## config.mk

```make
export PLATFORM = sky130hd
export DESIGN_NAME = coin_sel_conditioner
export DESIGN_NICKNAME = d
export VERILOG_FILES = /design/src/rtl/coin_sel_conditioner_pkg.sv /design/src/rtl/coin_sel_conditioner_debouncer.sv /design/src/rtl/coin_sel_conditioner.sv
export SDC_FILE = /design/constraint.sdc
export NUM_CORES = 1
export LEC_CHECK = 0
export BUFFER_PORTS_ARGS = -buffer_cell sky130_fd_sc_hd__buf_2
export CORE_AREA = 2 2 71 73
export DETAILED_ROUTE_END_ITERATION = 10
export DIE_AREA = 0 0 73 75
export GPL_ROUTABILITY_DRIVEN = 0
export PLACE_DENSITY = 0.76
export SLEW_MARGIN = 10
export SYNTH_ARGS = -nofsm -noshare
export SYNTH_HDL_FRONTEND = slang
export SYNTH_SLANG_ARGS = --single-unit
```

## constraint.sdc

```tcl
create_clock -name clk -period 2.2 [get_ports clk]
set_input_delay 0.33 -clock clk [delete_from_list [all_inputs] [get_ports clk]]
set_output_delay 0.33 -clock clk [all_outputs]
set_load 0.03 [all_outputs]
```

## src/rtl/coin_sel_conditioner_pkg.sv

```systemverilog
// Shared types and constants for the vending machine input front end.
// Also provides the queue-pointer width helper used when COIN_QUEUE_EN is defined.
package vending_pkg;

    typedef enum logic {
        COIN_1 = 1'b0,
        COIN_2 = 1'b1
    } coin_t;

    localparam int SEL_W              = 3;
    localparam int DEB_CYCLES_DEFAULT = 4;

    // A depth of one still needs a one-bit pointer so the storage index is never zero-width.
    function automatic int queuePtrW(input int depth);
        return (depth > 1) ? $clog2(depth) : 1;
    endfunction

endpackage

```

## src/rtl/coin_sel_conditioner_debouncer.sv

```systemverilog
// One raw input channel: 2-flop synchronizer, stability counter and debounced level.
// Produces a one-cycle 'rise' pulse when the debounced level goes from 0 to 1.
module debouncer
    import vending_pkg::*;
#(
    parameter int DEB_CYCLES = DEB_CYCLES_DEFAULT
) (
    input  logic clk,
    input  logic reset,
    input  logic raw,
    output logic rise
);

    localparam logic [7:0] DEB_LIM = 8'(DEB_CYCLES);

    logic [1:0] sync_q;
    logic       level_q, level_d;
    logic [7:0] cnt_q, cnt_d;
    logic       rise_q, rise_d;

    always_ff @(posedge clk) begin
        if (reset) begin
            sync_q  <= 2'b00;
            level_q <= 1'b0;
            cnt_q   <= 8'd0;
            rise_q  <= 1'b0;
        end else begin
            sync_q  <= {sync_q[0], raw};
            level_q <= level_d;
            cnt_q   <= cnt_d;
            rise_q  <= rise_d;
        end
    end

    // Any cycle where the synchronized value agrees with the level restarts the count.
    always_comb begin
        level_d = level_q;
        cnt_d   = 8'd0;
        rise_d  = 1'b0;
        if (sync_q[1] != level_q) begin
            if (cnt_q + 8'd1 == DEB_LIM) begin
                level_d = sync_q[1];
                rise_d  = sync_q[1];
            end else begin
                cnt_d = cnt_q + 8'd1;
            end
        end
    end

    assign rise = rise_q;

endmodule

```

## src/rtl/coin_sel_conditioner.sv

```systemverilog
// Debounces coin sensors and drink buttons into clean M1/M2 pulses and a held selection.
// Optional macro COIN_QUEUE_EN adds a coin FIFO that holds coins arriving while busy.
module coin_sel_conditioner
    import vending_pkg::*;
#(
    parameter int DEB_CYCLES  = DEB_CYCLES_DEFAULT,
    parameter int QUEUE_DEPTH = 4
) (
    input  logic             clk,
    input  logic             reset,
    input  logic             coin1_raw,
    input  logic             coin2_raw,
    input  logic [SEL_W-1:0] btn_raw,
    input  logic             busy,
    output logic             M1,
    output logic             M2,
    output logic [SEL_W-1:0] sel,
    output logic             sel_valid,
    output logic             reject
);

    if (QUEUE_DEPTH < 1 || (QUEUE_DEPTH & (QUEUE_DEPTH - 1)) != 0) begin : g_badDepth
        $error("QUEUE_DEPTH must be a power of two");
    end

    logic             coin1Rise, coin2Rise;
    logic [SEL_W-1:0] btnRise;

    debouncer #(.DEB_CYCLES(DEB_CYCLES)) u_coin1 (.clk(clk), .reset(reset), .raw(coin1_raw), .rise(coin1Rise));
    debouncer #(.DEB_CYCLES(DEB_CYCLES)) u_coin2 (.clk(clk), .reset(reset), .raw(coin2_raw), .rise(coin2Rise));

    for (genvar b = 0; b < SEL_W; b++) begin : g_btn
        debouncer #(.DEB_CYCLES(DEB_CYCLES)) u_btn (.clk(clk), .reset(reset), .raw(btn_raw[b]), .rise(btnRise[b]));
    end

    logic             pend_q, pend_d;
    logic             arrValid;
    coin_t            arrCoin;
    logic             issueValid;
    coin_t            issueCoin;
    logic             M1_q, M2_q, reject_q, reject_d;
    logic [SEL_W-1:0] sel_q, sel_d;
    logic             selValid_q, selValid_d;

`ifdef COIN_QUEUE_EN
    localparam int PTR_W = queuePtrW(QUEUE_DEPTH);

    coin_t            fifo_q [QUEUE_DEPTH];
    logic [PTR_W-1:0] wrPtr_q, rdPtr_q;
    logic [PTR_W:0]   count_q;
    logic             pushEn, popEn, qEmpty, qFull;

    assign qEmpty = (count_q == '0);
    assign qFull  = (count_q == (PTR_W + 1)'(QUEUE_DEPTH));

    function automatic logic [PTR_W-1:0] nextPtr(input logic [PTR_W-1:0] p);
        return (p == PTR_W'(QUEUE_DEPTH - 1)) ? '0 : p + PTR_W'(1);
    endfunction

    always_ff @(posedge clk) begin
        if (reset) begin
            wrPtr_q <= '0;
            rdPtr_q <= '0;
            count_q <= '0;
        end else begin
            if (pushEn) wrPtr_q <= nextPtr(wrPtr_q);
            if (popEn)  rdPtr_q <= nextPtr(rdPtr_q);
            case ({pushEn, popEn})
                2'b10:   count_q <= count_q + 1'b1;
                2'b01:   count_q <= count_q - 1'b1;
                default: count_q <= count_q;
            endcase
        end
    end

    always_ff @(posedge clk) begin
        if (pushEn) fifo_q[wrPtr_q] <= arrCoin;
    end
`endif

    // Coins are serialized to one arrival per cycle; a simultaneous coin2 waits one cycle in pend_q.
    always_comb begin
        pend_d     = coin1Rise & coin2Rise;
        arrValid   = pend_q | coin1Rise | coin2Rise;
        arrCoin    = (pend_q || !coin1Rise) ? COIN_2 : COIN_1;
        issueValid = 1'b0;
        issueCoin  = COIN_1;
        reject_d   = 1'b0;
`ifdef COIN_QUEUE_EN
        pushEn = 1'b0;
        popEn  = 1'b0;
        if (!busy && !qEmpty) begin
            popEn      = 1'b1;
            issueValid = 1'b1;
            issueCoin  = fifo_q[rdPtr_q];
        end
        if (arrValid) begin
            if (!busy && qEmpty) begin
                issueValid = 1'b1;
                issueCoin  = arrCoin;
            end else if (qFull && !popEn) begin
                reject_d = 1'b1;
            end else begin
                pushEn = 1'b1;
            end
        end
`else
        if (arrValid) begin
            if (busy) begin
                reject_d = 1'b1;
            end else begin
                issueValid = 1'b1;
                issueCoin  = arrCoin;
            end
        end
`endif
    end

    // Lowest-index button wins when several rise together.
    always_comb begin
        selValid_d = !busy && (|btnRise);
        sel_d      = selValid_d ? (btnRise & (~btnRise + SEL_W'(1))) : sel_q;
    end

    always_ff @(posedge clk) begin
        if (reset) begin
            pend_q     <= 1'b0;
            M1_q       <= 1'b0;
            M2_q       <= 1'b0;
            reject_q   <= 1'b0;
            sel_q      <= '0;
            selValid_q <= 1'b0;
        end else begin
            pend_q     <= pend_d;
            M1_q       <= issueValid && (issueCoin == COIN_1);
            M2_q       <= issueValid && (issueCoin == COIN_2);
            reject_q   <= reject_d;
            sel_q      <= sel_d;
            selValid_q <= selValid_d;
        end
    end

    assign M1        = M1_q;
    assign M2        = M2_q;
    assign reject    = reject_q;
    assign sel       = sel_q;
    assign sel_valid = selValid_q;

endmodule

```

==> results.cfg, run 1 <==
[worst_setup_path]
critical_path.endpoint_type = flop
path_class = reg -> reg
ff2ff_path_depth = 6
worstPathMaxFanout = 7
worstPathRequired_ns = 2.43
regToRegStartpoint = g_btn[0].u_btn.cnt_q[0]$_SDFF_PP0_
worst_setup_path_start_kind = flop
crit-reg2reg-capture = g_btn[0].u_btn.cnt_q[2]$_SDFF_PP0_
worstSetupEndpoint = g_btn[0].u_btn.cnt_q[2]$_SDFF_PP0_
timing.reg2reg.setup_slack_ns = 0.51
critical-path-max-stage-delay_ns = 0.45
timing.critical_path.cells = ha_1 > nor2b_1 > a21oi_1 > o32ai_1 > a21o_1 > o21ba_2
critical_path_cell_count = 6
timing.critical_path.buf_inv = 0
path_delay_family = compound AO/OA/AOI/OAI gates
critPathArrivalTime_ns = 1.92
crit_path_start = g_btn[0].u_btn.cnt_q[0]$_SDFF_PP0_
critPathSlowestCell = sky130_fd_sc_hd__dfxtp_1

[flow_run]
cap_violations = 0

[clock_network]
number_of_buffers_inserted_to_repair_setup_after_cts = 0
tritoncts = done
cts_hold_buffers = 0
clkLatencyLatePin_ns = 0.34
ctsLongestPathBuffers = 2
post_cts_resized = 0
sink_count_of_the_clock_tree = 68
cts_inserted_buffers = 9
htree_num_levels = 3
clock_pin_slew_on_the_worst_setup_and_hold_paths_ns = 0.07
root_buffer_cell = sky130_fd_sc_hd__clkbuf_8

[sta]
timing.final.crit_period_ns = 1.69
final_hold_viol_count = 0
fmax_ghz = 0.593
finalMaxSlewViolations = 0
relSlewSlack_pct = 67.1
fin_crit_sh_pct = 76.6
worst_pin_slew_ns = 0.494
tns_ns = 0
fin_worst_skew_ns = 0.00441
setup_viol = 0
rsz_0062_raised_after_global_routing = false

[global_routing]
first_pass_grt_wire_length_mm = 7.07
first_global_vias = 1682
grt.overflow.total = 0
track_usage_pct = 17.0
largest_net_degree_at_the_start_of_global_routing = 34
antenna_violations_before_repair = 0

[pwr]
fraction_of_power_consumed_by_the_clock_network_pct = 45.5
p_switching_w = 0.000459
irDropWorstVdd_mv = 0.535
power.density_nw_per_um2 = 784
p_sw_share_pct = 19.4
combinationalPowerShare_pct = 1.7
p_int_w = 0.00190
p_seq_share_pct = 52.9
power.static_leakage_nw = 1.14

[layout]
postLayoutCoreUtil_pct = 64.7
fillerInstances = 362
n_antenna_cell = 0
post_layout_net_count = 316
most-common-layout-cells = 68 x sky130_fd_sc_hd__dfxtp_1, 44 x sky130_fd_sc_hd__nor2_1, 21 x sky130_fd_sc_hd__xor2_1
most_frequent_standard_cell_in_the_layout_excluding_fill_and_tap_cells = sky130_fd_sc_hd__dfxtp_1
syn2layout_area_growth_pct = 11.6
drive_above_1_share_pct = 11.1

[logic_synthesis]
sequential_fraction_of_the_synthesis_area_pct = 50.4
yosys_most_used_dff = sky130_fd_sc_hd__dfxtp_1
yosys_register_bits = 68
syn-cell-area_um2 = 2700
number_of_synthesized_flops_with_an_enable_pin = 0
postSynth.asyncResetShare_pct = 0
ys.warnings.count = 0
ys_types = 31
postSynthAreaPerCell_um2 = 9.54
synthCells = 283
postSynthNetCount = 299

[drt]
route.final.wire_length_mm = 4.06
route.detailed.drc = 0
firstDrtPassIters = 6
average_wire_per_standard_cell_um = 11.3
wl_met2_mm = 1.93
detail_route.wirelength.met1_mm = 1.86
drtIter0Drc = 68
dr_wl_met3_um = 192
drt.antenna.violating_nets = 0
top_layer_reached_by_signal_wires = met4
detail_route.vias_per_cell = 5.13
route.vias.total = 1843

[floorplan]
die_y_um = 75
design.die.area_um2 = 5480
core-area_um2 = 4660
start_util_pct = 57.9
die_w_um = 73
rows = 25
number_of_i_o_pins = 15

[placement]
place_hpwl_mm = 2.83
place.port_buffers = 14

[run_status]
run_status = completed

[hold_path]
hp-class = in -> reg
[metrics by stage]
step / cell area (µm²) / power [W] / instances / hold WS, ns / setup WS, ns
after floorplan: 2700 / 0.00131 / 283 / 0.413 / 0.693
after global placement: 2790 / 0.00132 / 343 / 0.415 / 0.606
after detailed placement: 2790 / 0.00132 / 343 / 0.430 / 0.548
after CTS: 3010 / 0.00240 / 359 / 0.185 / 0.508
after global routing: 3010 / 0.00246 / 359 / 0.197 / 0.338
final: 3010 / 0.00236 / 359 / 0.199 / 0.514
[per-layer routing]
metal  track usage, %  vias to the layer above
li1                 -                      975
met1             19.9                      829
met2             27.1                       31
met3             7.23                        8
met4             8.02                        0
met5                0                        -
[power groups by stage]
stage	clock, W	combinational [W]	sequential [W]
after floorplan	0	0.0000296	0.00128
after global placement	0	0.0000388	0.00128
after detailed placement	0	0.0000399	0.00128
after CTS	0.00111	0.0000399	0.00125
after global routing	0.00117	0.0000446	0.00125
final	0.00107	0.0000391	0.00125
[synthesized netlist by cell type, drive strengths merged, types with 4 or more instances]
cell / number / area, µm²
nor2b: 15 / 93.8
nand3: 20 / 100
ha: 8 / 100
nand4: 4 / 25.0
a21oi: 7 / 35.0
nand2b: 14 / 87.6
nor3: 12 / 60.1
nor2: 44 / 165
xor2: 21 / 184
nor4: 4 / 25.0
and3: 5 / 31.3
clkbuf: 6 / 22.5
inv: 9 / 33.8
xnor2: 13 / 114
dfxtp: 68 / 1360
nand2: 9 / 33.8
nor4b: 4 / 41.3
[sequential cells by signal, indices dropped and copies added, names as in the netlist]
name and count:
g_btn.u_btn.rise 3, sel 3, u_coin1.cnt_q 8, u_coin1.level_q 1, g_btn.u_btn.level_q 3, u_coin2.rise 1
u_coin1.sync_q 2, u_coin2.sync_q 2, g_btn.u_btn.cnt_q 24, reject 1, M2 1, M1 1
u_coin2.level_q 1, pend_q 1, sel_valid 1, g_btn.u_btn.sync_q 6, u_coin2.cnt_q 8, u_coin1.rise 1
[worst min path at each step]
stage | start | end | slack, ns | cells past startpoint
after floorplan | u_coin1.cnt_q[0]$_SDFF_PP0_ | u_coin1.cnt_q[0]$_SDFF_PP0_ | 0.41 | 1
after global placement | u_coin2.sync_q[0]$_SDFF_PP0_ | u_coin2.sync_q[1]$_SDFF_PP0_ | 0.42 | 1
after detailed placement | g_btn[1].u_btn.sync_q[0]$_SDFF_PP0_ | g_btn[1].u_btn.sync_q[1]$_SDFF_PP0_ | 0.43 | 1
after CTS | btn_raw[1] | g_btn[1].u_btn.sync_q[0]$_SDFF_PP0_ | 0.18 | 2
after global routing | btn_raw[1] | g_btn[1].u_btn.sync_q[0]$_SDFF_PP0_ | 0.20 | 2
final | btn_raw[1] | g_btn[1].u_btn.sync_q[0]$_SDFF_PP0_ | 0.20 | 2
[area by class of cell]
type | count | area, µm² | area share [%]
clock inverter | 3 | 42.5 | 1.41
tap | 54 | 67.6 | 2.24
timing repair buffer | 14 | 70.1 | 2.32
sequential | 68 | 1360 | 45.2
inverter | 9 | 33.8 | 1.12
clock buffer | 13 | 179 | 5.94
multi-input combinational | 198 | 1260 | 41.8
[cell families (layout without fill, tap and decap cells)]
family	Yosys count	count (layout)	share of synthesized area, %
flip-flops	68	68	50.4
adder cells (fa/ha/maj)	8	8	3.71
AO/OA/AOI/OAI	14	14	3.24
AND/OR/NAND/NOR	139	139	27.6
multiplexers	3	3	1.11
XOR/XNOR	34	34	11.0
buffers and inverters	17	39	2.92
No activity file was read; power rests on OpenSTA's default activity.
==> inputs of run 2 (changes only) <==
clock period = 1.6 ns   (was 2.2 ns; I/O delays follow)
==> results.cfg, run 2 (synthesis results as in run 1) <==
[pwr]
combinationalPowerShare_pct = 2.1
p_sw_share_pct = 22.2
power.density_nw_per_um2 = 978
irDropWorstVdd_mv = 0.771
p_switching_w = 0.000668
p_seq_share_pct = 57.1
power.static_leakage_nw = 1.17
fraction_of_power_consumed_by_the_clock_network_pct = 40.8
p_int_w = 0.00234
total_power_w = 0.00301

[floorplan]
design.die.area_um2 = 5480
rows = 25
number_of_i_o_pins = 15
start_util_pct = 57.9
die_w_um = 73
die_y_um = 75
core-area_um2 = 4660

[global_routing]
first_global_vias = 1678
first_pass_grt_wire_length_mm = 6.97
track_usage_pct = 16.7
grt.overflow.total = 0
antenna_violations_before_repair = 0
largest_net_degree_at_the_start_of_global_routing = 22

[sta]
final_hold_viol_count = 0
timing.final.crit_period_ns = 1.53
setup_viol = 0
finalMaxSlewViolations = 0
timing.final.ws_setup_ns = 0.0688
fmax_ghz = 0.653
worst_pin_slew_ns = 0.336
rsz_0062_raised_after_global_routing = true
relSlewSlack_pct = 77.3
fin_crit_sh_pct = 95.7
tns_ns = 0
fin_worst_skew_ns = 0.00630

[layout]
flip_flop_count_of_the_largest_register_all_copies_and_words_added = 24
most_frequent_standard_cell_in_the_layout_excluding_fill_and_tap_cells = sky130_fd_sc_hd__dfxtp_1
largest_register = g_btn.u_btn.cnt_q
n_antenna_cell = 0
most-common-layout-cells = 65 x sky130_fd_sc_hd__dfxtp_1, 44 x sky130_fd_sc_hd__nor2_1, 21 x sky130_fd_sc_hd__xor2_1
fin_cells = 368
post_layout_net_count = 325
biggestRegsByFlops = g_btn.u_btn.cnt_q (24), u_coin1.cnt_q (8), u_coin2.cnt_q (8)
syn2layout_area_growth_pct = 13.8
drive_above_1_share_pct = 16.2

[drt]
firstDrtPassIters = 4
detail_route.vias_per_cell = 5.18
route.final.wire_length_mm = 4.21
route.vias.total = 1906
drtIter0Drc = 67
route.detailed.drc = 0
average_wire_per_standard_cell_um = 11.4
drt.antenna.violating_nets = 0

[clock_network]
clkLatencyLatePin_ns = 0.34
ctsLongestPathBuffers = 2
htree_num_levels = 3
root_buffer_cell = sky130_fd_sc_hd__clkbuf_8
tritoncts = done
sink_count_of_the_clock_tree = 68
clock_pin_slew_on_the_worst_setup_and_hold_paths_ns = 0.07
cts_inserted_buffers = 9
cts_hold_buffers = 0

[worst_setup_path]
timing.reg2reg.setup_slack_ns = 0.07
worstPathRequired_ns = 1.87
worstPathMaxFanout = 6
critical_path_cell_count = 5
path_delay_family = simple AND/OR/NAND/NOR gates
path_class = reg -> reg
worst_setup_path_start_kind = flop
critical_path.endpoint_type = flop
timing.critical_path.buf_inv = 0
regToRegStartpoint = u_coin2.cnt_q[0]$_SDFF_PP0_
ff2ff_path_depth = 5
critPathArrivalTime_ns = 1.80
critPathSlowestCell = sky130_fd_sc_hd__dfxtp_1
critical-path-max-stage-delay_ns = 0.32
crit-reg2reg-capture = u_coin2.level_q$_SDFFE_PP0P_
timing.critical_path.cells = ha_1 > xnor2_1 > nor4b_2 > and4_4 > mux2i_1

[placement]
place.port_buffers = 14
post-place-cells = 352
place_worst_setup_slack_ns = -0.0502
place_hpwl_mm = 2.93

[hold_path]
holdPathEnd = g_btn[1].u_btn.sync_q[0]$_SDFF_PP0_
min_from = btn_raw[1]
hp-class = in -> reg
timing.hold.worst_path_depth = 2

[flow_run]
cap_violations = 0

[run_status]
run_status = completed
==> run 2: cell types whose count changed in the layout (fill, tap and decap cells not counted), moves of 2 or more <==
cell                       previous run  this run
sky130_fd_sc_hd__buf_4                0         9
sky130_fd_sc_hd__and4_1               2         0
sky130_fd_sc_hd__clkinv_2             1         3
sky130_fd_sc_hd__clkbuf_8            13        10
sky130_fd_sc_hd__dfxtp_2              0         3
sky130_fd_sc_hd__and4_4               0         2
sky130_fd_sc_hd__dfxtp_1             68        65
==> run 2: layer usage <==
metal,GRT usage [%],routed length [µm],vias to the layer above
met4,8.85,87,0
met2,25.5,1950,36
li1,-,-,997
met1,20.2,2000,865
met3,6.83,168,8
met5,0,0,-
==> run 2: cell type report <==
type | count | area [µm²]
clock buffer | 10 | 138
fill | 378 | 1590
tap | 54 | 67.6
clock inverter | 6 | 38.8
sequential | 68 | 1370
multi-input combinational | 198 | 1290
inverter | 9 | 33.8
timing repair buffer | 23 | 138
==> run 2: power groups by stage <==
| stage | Combinational (W) | Sequential, W | Clock [W] |
|---|---|---|---|
| after floorplan | 0.0000407 | 0.00175 | 0 |
| after global placement | 0.0000618 | 0.00175 | 0 |
| after detailed placement | 0.0000633 | 0.00176 | 0 |
| after CTS | 0.0000636 | 0.00172 | 0.00127 |
| after global routing | 0.0000704 | 0.00172 | 0.00134 |
| final | 0.0000632 | 0.00172 | 0.00123 |
==> run 2: stage by stage <==
stage | hold slack, ns | util (%) | area [µm²]
after floorplan | 0.368 | - | 2700
after global placement | 0.418 | 61.4 | 2860
after detailed placement | 0.433 | 61.4 | 2860
after CTS | 0.0907 | 65.2 | 3040
after global routing | 0.0957 | 65.9 | 3070
final | 0.109 | 65.9 | 3070
==> run 2: worst max path at each step <==
stage / startpoint / end / slack [ns]
after global placement: g_btn[2].u_btn.cnt_q[0]$_SDFF_PP0_ / g_btn[2].u_btn.rise$_SDFF_PP0_ / 0.03
after CTS: g_btn[2].u_btn.cnt_q[0]$_SDFF_PP0_ / g_btn[2].u_btn.rise$_SDFF_PP0_ / 0.006
final: u_coin2.cnt_q[0]$_SDFF_PP0_ / u_coin2.level_q$_SDFFE_PP0P_ / 0.07
after floorplan: u_coin2.cnt_q[0]$_SDFF_PP0_ / u_coin2.rise$_SDFF_PP0_ / 0.09
after detailed placement: g_btn[2].u_btn.cnt_q[0]$_SDFF_PP0_ / g_btn[2].u_btn.rise$_SDFF_PP0_ / -0.05
after global routing: u_coin2.cnt_q[0]$_SDFF_PP0_ / u_coin2.level_q$_SDFFE_PP0P_ / -0.03
==> run 2: what timing repair did <==
item / in CTS / in global routing
resized for setup: 3 / 8
setup buffers: 0 / 0
pin swaps: 0 / 3
setup endpoints to repair: 4 / 12
==> inputs of run 3 (changes only) <==
CORE_AREA = 2 2 70 72   (was 2 2 71 73)
DIE_AREA = 0 0 72 74   (was 0 0 73 75)
SYNTH_HIERARCHICAL = 1   (was not set)
==> results.cfg, run 3 <==
[logic_synthesis]
number_of_synthesized_flops_with_an_enable_pin = 0
yosys_register_bits = 68
postSynth.asyncResetShare_pct = 0
sequential_fraction_of_the_synthesis_area_pct = 51.5
syn-cell-area_um2 = 2640
synth_largest_type_area_fraction_pct = 51.5
top_count_cell_post_synth = sky130_fd_sc_hd__dfxtp_1
synth_top_cells_by_count = 68 x sky130_fd_sc_hd__dfxtp_1, 27 x sky130_fd_sc_hd__nor2_1, 25 x sky130_fd_sc_hd__or3_1
yosys_most_used_dff = sky130_fd_sc_hd__dfxtp_1
postSynthNetCount = 298
synthCells = 285
post-synth-top-area-cell = sky130_fd_sc_hd__dfxtp_1
postSynthAreaPerCell_um2 = 9.27
synthTopCellsByArea = sky130_fd_sc_hd__dfxtp_1 52%, sky130_fd_sc_hd__or3_1 5.9%, sky130_fd_sc_hd__xor2_1 5.0%, sky130_fd_sc_hd__a21oi_1 4.0%, sky130_fd_sc_hd__nor2_1 3.8%
ys.warnings.count = 6
ys_types = 27

[clock_network]
htree_num_levels = 3
cts_inserted_buffers = 9
tritoncts = done
clkLatencyLatePin_ns = 0.33
clock_pin_slew_on_the_worst_setup_and_hold_paths_ns = 0.07
cts_hold_buffers = 0
root_buffer_cell = sky130_fd_sc_hd__clkbuf_8
ctsLongestPathBuffers = 2
sink_count_of_the_clock_tree = 68

[worst_setup_path]
worst_setup_path_start_kind = flop
path_delay_family = simple AND/OR/NAND/NOR gates
critical-path-max-stage-delay_ns = 0.48
timing.reg2reg.setup_slack_ns = 0.09
timing.critical_path.cells = ha_1 > or3b_2 > or3_1 > a21oi_1
critPathSlowestCell = sky130_fd_sc_hd__or3b_2
worstPathMaxFanout = 4
path_class = reg -> reg
worstPathRequired_ns = 1.86
critPathArrivalTime_ns = 1.78
timing.critical_path.buf_inv = 0
critical_path.endpoint_type = flop

[pwr]
irDropWorstVdd_mv = 0.944
power.density_nw_per_um2 = 1090
p_switching_w = 0.000667
p_sw_share_pct = 19.4
p_seq_share_pct = 49.9
power.static_leakage_nw = 1.20
p_int_w = 0.00277
fraction_of_power_consumed_by_the_clock_network_pct = 47.9
combinationalPowerShare_pct = 2.1
total_power_w = 0.00343

[sta]
worst_pin_slew_ns = 0.498
finalMaxSlewViolations = 0
final.hold.worst_slack_ns = 0.113
final_hold_viol_count = 0
timing.final.crit_period_ns = 1.51
fin_worst_skew_ns = 0.00676
fmax_ghz = 0.661
tns_ns = 0
setup_viol = 0
rsz_0062_raised_after_global_routing = false
fin_crit_sh_pct = 94.5
relSlewSlack_pct = 66.8

[layout]
largest_register = g_btn.u_btn/cnt_q
n_antenna_cell = 0
post_layout_net_count = 341
most-common-layout-cells = 66 x sky130_fd_sc_hd__dfxtp_1, 27 x sky130_fd_sc_hd__nor2_1, 25 x sky130_fd_sc_hd__or3_1
most_frequent_standard_cell_in_the_layout_excluding_fill_and_tap_cells = sky130_fd_sc_hd__dfxtp_1
syn2layout_area_growth_pct = 19.7
flip_flop_count_of_the_largest_register_all_copies_and_words_added = 24
drive_above_1_share_pct = 18.3
biggestRegsByFlops = g_btn.u_btn/cnt_q (24), u_coin1/cnt_q (8), u_coin2/cnt_q (8)

[global_routing]
first_global_vias = 1880
first_pass_grt_wire_length_mm = 7.82
grt.overflow.total = 0
grt_util_met1_pct = 23.1
track_usage_pct = 19.0
largest_net_degree_at_the_start_of_global_routing = 30
grt_use_met3_pct = 7.32
grtUsageMet2_pct = 31.1
grt.busiest_layer = met2
antenna_violations_before_repair = 0

[floorplan]
rows = 25
number_of_i_o_pins = 15
die_w_um = 72
core-area_um2 = 4600
design.die.area_um2 = 5330
start_util_pct = 57.5
die_y_um = 74

[drt]
drtIter0Drc = 79
average_wire_per_standard_cell_um = 11.5
route.detailed.drc = 0
detail_route.vias_per_cell = 5.26
drt.antenna.violating_nets = 0
firstDrtPassIters = 4
route.final.wire_length_mm = 4.46
route.vias.total = 2037

[placement]
place.port_buffers = 14
place_hpwl_mm = 3.15

[flow_run]
cap_violations = 0

[run_status]
run_status = completed

[hold_path]
hp-class = in -> reg
-- run 3: changes by cell type in the layout (fill, tap and decap cells not counted), sizes merged, moves of 8 or more --
cell    before  now
a21oi        7   21
buf         23   32
inv         10   21
nand2b      14    0
nor2        44   27
o21ai        2   20
or3          0   25
xnor2       13    5
-- run 3: final timing paths --
kind	from	to	cells after the start
worst max-delay path	g_btn[2].u_btn/cnt_q[0]$_SDFF_PP0_	g_btn[2].u_btn/level_q$_SDFFE_PP0P_	4
worst min-delay path	coin2_raw	u_coin2/sync_q[0]$_SDFF_PP0_	2
worst max register to register	g_btn[2].u_btn/cnt_q[0]$_SDFF_PP0_	g_btn[2].u_btn/level_q$_SDFFE_PP0P_	4
worst min register to register	u_coin1/sync_q[0]$_SDFF_PP0_	u_coin1/sync_q[1]$_SDFF_PP0_	1
-- run 3: power by group through the flow --
stage,logic (W),registers [W],clock network (W)
floorplan,0.0000336,0.00175,0
global placement,0.0000711,0.00175,0
detailed placement,0.0000734,0.00175,0
CTS,0.0000740,0.00171,0.00169
global route,0.0000837,0.00171,0.00176
finish,0.0000733,0.00171,0.00165
-- run 3: cell families after synthesis --
logic type               synth area share (%)
flip-flops                               51.5
AND/OR/NAND/NOR                          24.9
multiplexers                            0.379
buffers and inverters                    2.98
adder cells (fa/ha/maj)                  2.37
XOR/XNOR                                 6.63
AO/OA/AOI/OAI                            11.3
-- run 3: per-stage QoR --
stage,cell area [µm²],utilization [%],cells,worst slack [ns]
after floorplan,2640,-,285,0.0425
after global placement,2920,63.4,371,0.118
after detailed placement,2920,63.4,371,0.0553
after CTS,3150,68.6,387,0.0358
after global routing,3160,68.8,387,0.0144
final,3160,68.8,387,0.0872
-- run 3: worst reg2reg max path, cell delays in order, from the launching register on --
cell                      delay, ns
sky130_fd_sc_hd__dfxtp_1       0.35
sky130_fd_sc_hd__ha_1          0.17
sky130_fd_sc_hd__or3b_2        0.48
sky130_fd_sc_hd__or3_1         0.33
sky130_fd_sc_hd__a21oi_1       0.12
-- run 3: repair_timing --
item                                   in CTS  in global routing
setup buffers                               0                  0
gates resized for setup                     0                  5
endpoints found under the hold margin       0                  0
setup endpoints to repair                   0                 19
-- run 3: cell type report --
cell class	instances	area [µm²]
clock inverters	7	115
flip-flops and latches	68	1360
fillers	379	1430
well taps	54	67.6
repair buffers	32	205
multi-input cells	196	1210
inverters	21	78.8
clock buffers	9	124
-- run 3: layer usage --
layer	up-vias	wire length (µm)
met3	6	186
met1	922	2140
li1	1082	-
met5	-	0
met2	27	2080
met4	0	58
